<file path="src/rtl/duft_ap_chain_slave.sv">
// Responder end of the DUFT ap_ctrl_chain register-access protocol.
// Decodes single-word read/write transactions into control, status, DUT and DFT windows.
module duft_ap_chain_slave #(
   parameter int ACCESS_LAT = 1,
   parameter int N_DUT_IN   = 8,
   parameter int N_DUT_OUT  = 8,
   parameter int N_DFT_OUT  = 8
) (
   input  logic                     clk,
   input  logic                     ap_rst,
   input  logic [31:0]              addr,
   input  logic [31:0]              wr_data,
   input  logic                     rd_wr,
   input  logic                     ap_start,
   input  logic                     ap_continue,
   output logic                     ap_idle,
   output logic                     ap_ready,
   output logic                     ap_done,
   output logic [31:0]              ap_return,
   output logic [31:0]              op_code,
   output logic                     op_wr,
   output logic [31:0]              cfg,
   output logic [32*N_DUT_IN-1:0]   dut_in,
   input  logic [31:0]              status_in,
   input  logic [32*N_DUT_OUT-1:0]  dut_out,
   input  logic [32*N_DFT_OUT-1:0]  dft_out,
   output logic                     addr_err
);

   localparam int CW     = (ACCESS_LAT > 1) ? $clog2(ACCESS_LAT) : 1;
   localparam int DIN_W  = (N_DUT_IN  > 1) ? $clog2(N_DUT_IN)  : 1;
   localparam int DOUT_W = (N_DUT_OUT > 1) ? $clog2(N_DUT_OUT) : 1;
   localparam int DFT_W  = (N_DFT_OUT > 1) ? $clog2(N_DFT_OUT) : 1;
   localparam logic [CW-1:0] LAST_CNT = CW'(ACCESS_LAT - 1);

   localparam logic [31:0] A_OPCODE   = 32'h0000_0000;
   localparam logic [31:0] A_STATE    = 32'h0000_0001;
   localparam logic [31:0] A_CONFIG   = 32'h0000_0002;
   localparam logic [31:0] A_DUT_IN   = 32'h0000_0010;
   localparam logic [31:0] A_DUT_OUT  = 32'h0000_0018;
   localparam logic [31:0] A_DFT_OUT  = 32'h0000_0020;
   localparam logic [31:0] A_TEST_IN  = 32'hFF00_0000;
   localparam logic [31:0] A_TEST_OUT = 32'hFF00_0001;

   typedef enum logic [1:0] {S_IDLE, S_EXEC, S_DONE} state_t;

   state_t                      r_state;
   state_t                      w_nextState;
   logic [CW-1:0]               r_latCnt;
   logic [31:0]                 r_addr;
   logic [31:0]                 r_wrData;
   logic                        r_rdWr;
   logic [31:0]                 r_apReturn;
   logic [31:0]                 r_opCode;
   logic                        r_opWr;
   logic [31:0]                 r_cfg;
   logic [31:0]                 r_test;
   logic                        r_addrErr;
   logic [N_DUT_IN-1:0][31:0]   r_dutIn;
   logic [N_DUT_OUT-1:0][31:0]  w_dutOut;
   logic [N_DFT_OUT-1:0][31:0]  w_dftOut;
   logic                        w_lastExec;
   logic                        w_hitDutIn;
   logic                        w_hitDutOut;
   logic                        w_hitDftOut;
   logic [31:0]                 w_rdData;
   logic                        w_valid;
   logic                        w_ro;
   logic                        w_err;

   assign w_dutOut   = dut_out;
   assign w_dftOut   = dft_out;
   assign w_lastExec = (r_state == S_EXEC) && (r_latCnt == LAST_CNT);

   // Window bases are aligned to their maximum size, so the low address bits are the word index.
   assign w_hitDutIn  = (r_addr >= A_DUT_IN)  && (r_addr < A_DUT_IN  + 32'(N_DUT_IN));
   assign w_hitDutOut = (r_addr >= A_DUT_OUT) && (r_addr < A_DUT_OUT + 32'(N_DUT_OUT));
   assign w_hitDftOut = (r_addr >= A_DFT_OUT) && (r_addr < A_DFT_OUT + 32'(N_DFT_OUT));

   always_comb begin
      w_rdData = '0;
      w_valid  = 1'b0;
      w_ro     = 1'b0;
      if (r_addr == A_OPCODE) begin
         w_rdData = r_opCode;
         w_valid  = 1'b1;
      end else if (r_addr == A_STATE) begin
         w_rdData = status_in;
         w_valid  = 1'b1;
         w_ro     = 1'b1;
      end else if (r_addr == A_CONFIG) begin
         w_rdData = r_cfg;
         w_valid  = 1'b1;
      end else if (r_addr == A_TEST_IN) begin
         w_rdData = r_test;
         w_valid  = 1'b1;
      end else if (r_addr == A_TEST_OUT) begin
         w_rdData = r_test;
         w_valid  = 1'b1;
         w_ro     = 1'b1;
      end else if (w_hitDutIn) begin
         w_rdData = r_dutIn[r_addr[DIN_W-1:0]];
         w_valid  = 1'b1;
      end else if (w_hitDutOut) begin
         w_rdData = w_dutOut[r_addr[DOUT_W-1:0]];
         w_valid  = 1'b1;
         w_ro     = 1'b1;
      end else if (w_hitDftOut) begin
         w_rdData = w_dftOut[r_addr[DFT_W-1:0]];
         w_valid  = 1'b1;
         w_ro     = 1'b1;
      end
   end

   assign w_err = !w_valid || (!r_rdWr && w_ro);

   always_ff @(posedge clk) begin
      if (ap_rst) r_state <= S_IDLE;
      else        r_state <= w_nextState;
   end

   always_comb begin
      w_nextState = r_state;
      ap_idle     = 1'b0;
      ap_ready    = 1'b0;
      ap_done     = 1'b0;
      case (r_state)
         S_IDLE: begin
            ap_idle = 1'b1;
            if (ap_start) w_nextState = S_EXEC;
         end
         S_EXEC: begin
            ap_ready = (r_latCnt == '0);
            if (w_lastExec) w_nextState = S_DONE;
         end
         S_DONE: begin
            ap_done = 1'b1;
            if (ap_continue) w_nextState = S_IDLE;
         end
         default: w_nextState = S_IDLE;
      endcase
   end

   // Abandoned transactions never commit because reset clears everything before w_lastExec is seen.
   always_ff @(posedge clk) begin
      if (ap_rst) begin
         r_latCnt   <= '0;
         r_addr     <= '0;
         r_wrData   <= '0;
         r_rdWr     <= 1'b0;
         r_apReturn <= '0;
         r_opCode   <= '0;
         r_opWr     <= 1'b0;
         r_cfg      <= '0;
         r_test     <= '0;
         r_addrErr  <= 1'b0;
         r_dutIn    <= '0;
      end else begin
         r_opWr    <= 1'b0;
         r_addrErr <= 1'b0;
         r_latCnt  <= (r_state == S_EXEC && !w_lastExec) ? r_latCnt + 1'b1 : '0;
         if (r_state == S_IDLE && ap_start) begin
            r_addr   <= addr;
            r_wrData <= wr_data;
            r_rdWr   <= rd_wr;
         end
         if (w_lastExec) begin
            r_addrErr <= w_err;
            if (r_rdWr) begin
               r_apReturn <= w_rdData;
            end else if (!w_err) begin
               if (r_addr == A_OPCODE) begin
                  r_opCode <= r_wrData;
                  r_opWr   <= 1'b1;
               end
               if (r_addr == A_CONFIG)  r_cfg  <= r_wrData;
               if (r_addr == A_TEST_IN) r_test <= r_wrData;
               if (w_hitDutIn)          r_dutIn[r_addr[DIN_W-1:0]] <= r_wrData;
            end
         end
      end
   end

   assign ap_return = r_apReturn;
   assign op_code   = r_opCode;
   assign op_wr     = r_opWr;
   assign cfg       = r_cfg;
   assign dut_in    = r_dutIn;
   assign addr_err  = r_addrErr;

endmodule

</file>
<file path="config.mk">
export PLATFORM = sky130hd
export DESIGN_NAME = duft_ap_chain_slave
export DESIGN_NICKNAME = d
export VERILOG_FILES = /design/src/rtl/duft_ap_chain_slave.sv
export SDC_FILE = /design/constraint.sdc
export NUM_CORES = 1
export LEC_CHECK = 0
export CAP_MARGIN = 20
export CELL_PAD_IN_SITES_DETAIL_PLACEMENT = 1
export CELL_PAD_IN_SITES_GLOBAL_PLACEMENT = 1
export CORE_AREA = 2 2 374 376
export CTS_CLUSTER_SIZE = 25
export DETAILED_ROUTE_END_ITERATION = 12
export DIE_AREA = 0 0 376 378
export PLACE_DENSITY_LB_ADDON = 0.1
export SYNTH_ARGS = -nofsm -noshare
export SYNTH_HDL_FRONTEND = slang
export SYNTH_SLANG_ARGS = --single-unit
</file>
<file path="constraint.sdc">
create_clock -name clk -period 2.75 [get_ports clk]
set_clock_uncertainty 0.15 [all_clocks]
set_input_delay 0.4125 -clock clk [delete_from_list [all_inputs] [get_ports clk]]
set_output_delay 0.4125 -clock clk [all_outputs]
set_load 0.1 [all_outputs]
</file>
# Word-level counts from Yosys, hierarchy flattened
# Cells that the tools add are included.
[word_totals] reg_bits=454 inputBits=613 out_inout_bits=357 word_cells=104
[op_classes] add_sub_neg=1 order_cmp=8 n_eq_ne=9 muxes=39 bitwise_logic=5 n_reduce_logical=23
[op_table] cell="32-bit two-way mux" count=12
[op_table] cell="32-bit binary-select mux with 3-bit select" count=3
[op_table] cell="256-bit bitwise mux" count=1
[op_table] cell="32-bit demux with 3-bit select" count=1
[op_table] cell="32-bit == test (second input constant)" count=2
[op_table] cell="32-bit by 5-bit greater-or-equal comparator with 1-bit output (second input constant)" count=2
[op_table] cell="32-bit by 6-bit less-than comparator with 1-bit output (second input constant)" count=2
[op_table] cell="32-bit by 1-bit == test with 1-bit output (second input constant)" count=1
[op_table] cell="32-bit by 2-bit == test with 1-bit output (second input constant)" count=1
[op_table] cell="32-bit by 6-bit greater-or-equal comparator with 1-bit output (second input constant)" count=1
[op_table] cell="32-bit zero test" count=1
[op_table] cell="32-bit by 5-bit less-than comparator with 1-bit output (second input constant)" count=1
[op_table] cell="1-bit two-way mux" count=18
[op_table] cell="4-bit AND reduction" count=4
[op_table] cell="1-bit logical AND" count=8
[op_table] cell="2-bit two-way mux" count=3
[op_table] cell="2-bit inequality test (second input constant)" count=3
[op_table] cell="2-bit case mux with 3 select lines" count=1
[op_table] cell="1-bit NOT" count=5
[op_table] cell="3-bit by 4-bit less-than comparator with 1-bit output (second input constant)" count=1
[op_table] cell="2-bit OR reduction" count=2
[op_table] cell="4-bit OR reduction" count=1
[op_table] cell="3-bit by 1-bit greater-or-equal comparator with 1-bit output (second input constant)" count=1
[op_table] cell="1-bit zero test" count=3
[op_table] cell="other kinds (7)" count=7

# Logic depth before layout (Yosys ltp)
[depth] ltp_word=14 ltp_mapped=11 ltp_nobuf=7

# Worst setup path after synthesis
# OpenSTA, ideal clock, no wires.
[synth_timing] path_kind="reg-to-reg" startpoint="register r_state[0]" endpoint="register r_dutIn (netlist bit dut_in[2])" setup_time_ns=0.070 t_arrival_ns=2.742 t_required_ns=2.530 slack_ns=-0.212 path_stages_with_launch=8 n_path_buf=1 period_less_slack_ns=2.962 path_cell_list="dfxtp_1 -> or3b_2 -> inv_1 -> nand2_1 -> nor3_1 -> clkbuf_1 -> nand2_1 -> a21oi_1"
[synth_via] elab_chain_cells=3
[synth_lines] element="start: declaration" line_no="47" text="state_t r_state;"
[synth_lines] element="start signal: assignment" line_no="119" text="else r_state <= w_nextState;"
[synth_lines] element="2-bit by 1-bit == test with 1-bit output" line_no="73" text="assign w_lastExec = (r_state == S_EXEC) && (r_latCnt == LAST_CNT);"
[synth_lines] element="1-bit logical AND" line_no="73"
[synth_lines] element="4-bit AND reduction (no line)"
[synth_lines] element="end signal: indexed assignment" line_no="178" text="if (w_hitDutIn) r_dutIn[r_addr[DIN_W-1:0]] <= r_wrData;"
[synth_lines] element="end: declaration" line_no="59" text="logic [N_DUT_IN-1:0][31:0] r_dutIn;"
# Every way passes these cells.
# A chain may end at the register's enable or synchronous reset.

# Final worst setup path
[layout_timing] startpoint="register r_addr[10]" endpoint="register r_apReturn[13], in the netlist ap_return[13]"
[layout_via] elab_chain_cells=10 elab_cells_between_ends=22 cone_classes="order compare (6); eq/ne (4); mux (8); reduce/logical (4)"
[layout_lines] element="start: declaration" line_no="50" text="logic [31:0] r_addr;"
[layout_lines] element="start signal: assignment" line_no="163" text="r_addr <= addr;"
[layout_lines] element="32-bit by 6-bit greater-or-equal comparator with 1-bit output or 32-bit by 6-bit less-than comparator with 1-bit output (tied branches)" line_no="78" text="assign w_hitDftOut = (r_addr >= A_DFT_OUT) && (r_addr < A_DFT_OUT + 32'(N_DFT_OUT));"
[layout_lines] element="1-bit logical AND" line_no="78"
[layout_lines] element="32-bit two-way mux" line_no="108" text="end else if (w_hitDftOut) begin"
[layout_lines] element="32-bit two-way mux" line_no="104" text="end else if (w_hitDutOut) begin"
[layout_lines] element="32-bit two-way mux" line_no="101" text="end else if (w_hitDutIn) begin"
[layout_lines] element="32-bit two-way mux" line_no="97" text="end else if (r_addr == A_TEST_OUT) begin"
[layout_lines] element="32-bit two-way mux" line_no="94" text="end else if (r_addr == A_TEST_IN) begin"
[layout_lines] element="32-bit two-way mux" line_no="91" text="end else if (r_addr == A_CONFIG) begin"
[layout_lines] element="32-bit two-way mux" line_no="87" text="end else if (r_addr == A_STATE) begin"
[layout_lines] element="32-bit two-way mux (*)" line_no="84" text="if (r_addr == A_OPCODE) begin"
[layout_lines] element="end signal: assignment" line_no="170" text="r_apReturn <= w_rdData;"
[layout_lines] element="end: declaration" line_no="53" text="logic [31:0] r_apReturn;"
# Mark *: on every way between the ends. The rest lies on a longest branch, timed or not.

==> reports/metrics.yaml <==
core_area_um2: 139000
clk_latency_ps: 680
status: "finished, violations left"
syn-cell-area_um2: 23100
wirelength_mm: 212
max_slew_margin: 0.284
die-area_um2: 142000
drc: 0
numCtsBuffers: 59
grt_max_degree: 73
synth_nets: 3563
dr.pass1.iters: 5
die_w_um: 376
grt_pass1_wl_mm: 277
top_usage_layer: "met2"
gr-total-overflow: 0
cts_max_level: 2
routed_via_density: 4.92
fin_area_um2: 40900
ys_seq_elements: 454
antenna_found_initial: 36
root_buffer: "clkbuf_16"
synth_cell_types: 67
drive_above_1_share: 0.282
ys.flop_type: "dfxtp_1"
drt_iter0_drc: 2324
hold_class: "input port to register"
syn_inst: 2950
dpl_cell_area_um2: 37600
route.vias.total: 29500
clkSlewWorstSetupHoldPaths_ps: 60
cts_tree: "done"
routedWlPerCell_um: 35.3
worstSetupStartpointType: "register"
ys_async_sr_fraction: 0
cp_data_required_time_ps: 3200
ys_top_cells_by_area: "dfxtp_1 39%, nand2_1 12%, a21oi_1 8.7%, clkbuf_1 4.2%, mux2_2 3.9%"
grt_use_met3: 0.0700
clk_path_buf_depth: 3
pre_cts_ws_ps: -721
met1_usage: 0.381
gr-usage-all-layers: 0.283
grt_pass1_vias: 29900
area_growth_pct: 77.2
die_h_um: 378
yosysSeqAreaShare: 0.394
p_total_w: 0.0182
row_count: 137
worstPathMaxFanout: 6
place.gp.congestion: 0.861
setup_slack_ps: -326
ant_nets: 0
worstSetupPathType: "register to register"
min_period_over_period: 1.12
synth_largest_area_cell: "dfxtp_1"
synth_most_common_cell: "nand2_1"
worst_slew_pin_slew_ps: 1070
dp_hpwl_mm: 165
ios: 970
yosysTopAreaCellShare: 0.394
fin_setup_tns_ps: -74460
start_util: 0.167
slew_viol_final: 0
setup_viol: 385
finalHoldViolations: 0
final_util: 0.295
synth_common_cells: "756 x nand2_1, 454 x dfxtp_1, 401 x a21oi_1, 261 x clkbuf_1, 115 x a22oi_1"
p_per_area_nw_per_um2: 446
violations: "negative setup slack"
fin_nets: 4753
postSynthAreaPerCell_um2: 7.82
max-vdd-ir-drop_mv: 0.502
fmax_mhz: 325
end_kind: "register"
synth_edf_count: 0
layout_min_cycle_time_ps: 3080
ys_warn_count: 0
met2_usage: 0.460
rsz0062_at_grt: "true"
cts.sinks: 454
maxCapViolCount: 0
cp_data_arrival_time_ps: 3530
portBuffers: 969
leakagePower_nw: 14.6
## final timing paths
| check | start | end | slack [ps] | depth (start not counted) |
|---|---|---|---|---|
| setup / recovery | r_addr[10]$_SDFFE_PP0P_ | ap_return[13]$_SDFFE_PP0P_ | -330 | 8 |
| hold / removal | wr_data[8] | r_wrData[8]$_SDFFE_PP0P_ | 140 | 3 |
| setup reg to reg | r_addr[10]$_SDFFE_PP0P_ | ap_return[13]$_SDFFE_PP0P_ | -330 | 8 |
| hold reg to reg | r_addr[7]$_SDFFE_PP0P_ | r_addr[7]$_SDFFE_PP0P_ | 310 | 2 |
## through the flow
stage	cells	hold WS, ps
final	5994	139
after global routing	5991	121
after CTS	5970	91.1
after detailed placement	5853	301
after global placement	5853	297
after floorplan	2950	286
## kinds of logic after synthesis
| kind of cell | after synthesis | share of synthesized area |
|---|---|---|
| other | 1 | 0.000162 |
| flip-flops | 454 | 0.394 |
| AO/OA/AOI/OAI | 886 | 0.252 |
| multiplexers | 163 | 0.0826 |
| buffers and inverters | 307 | 0.0520 |
| AND/OR/NAND/NOR | 1139 | 0.219 |
## layout make-up
type,count,area (um^2)
clock buffer,95,1740
timing repair buffer,1431,13800
clock inverter,7,96.3
fill,16100,97600
multi-input combinational,2189,13900
tap,1807,2260
sequential,454,9100
inverter,5,22.5
antenna,6,15.0
## repair_timing
| item | CTS | global route |
|---|---|---|
| endpoints found under the hold margin | 4 | 0 |
| endpoints found under the setup margin | 385 | 385 |
| hold buffers | 1 | 0 |
| gates resized for setup | 56 | 175 |
| buffers inserted | 11 | 14 |
| gates cloned | 3 | 10 |
| pin swaps | 5 | 48 |
## worst max-delay path, stage by stage (launching register included)
cell and delay [ps]:
dfxtp_2 320, or4_4 560, or4b_4 560, or4_4 600
buf_12 180, a211oi_4 280, buf_6 180, nor3_1 40
a21oi_1 120
## routing by layer
metal,wire length (um),vias up
met1,95800,15100
met3,15200,177
met2,96400,1125
li1,-,13100
met4,4320,12
met5,68,-
## power breakdown
| group | internal, W | total (W) | switching, W |
|---|---|---|---|
| Clock | 0.00430 | 0.00774 | 0.00343 |
| Sequential | 0.00665 | 0.00689 | 0.000242 |
| Combinational | 0.00173 | 0.00360 | 0.00186 |
## sequential cells by signal (all words and copies together) (netlist names), 2 cells and up
signal     flops
ap_return     32
cfg           32
dut_in       256
op_code       32
r_addr        32
r_state        2
r_test        32
r_wrData      32
## placed cells by master, fill, tap and decap left out, types with 9 or more instances in the layout
master	n
nand4_1	20
nand2_1	718
clkbuf_1	23
a221o_1	13
o221ai_1	25
a22o_1	42
o21ai_0	17
or3_1	25
a21oi_2	35
a21oi_1	366
buf_6	13
clkbuf_16	69
mux2_2	79
clkbuf_8	13
a22oi_1	114
a221oi_1	48
dfxtp_1	450
nor2_1	85
a31oi_1	16
nand4b_1	32
a211oi_1	12
a222oi_1	15
clkdlybuf4s50_1	611
mux4_2	14
buf_4	692
nor3_1	48
o21a_1	10
o311ai_1	28
o22ai_1	56
o211ai_1	11
nand2b_1	74
buf_12	95
nand2_2	11
nand2_4	27
nor3_2	16
mux2i_1	69
nand3_2	9
Power figures use the tool's default switching activity.
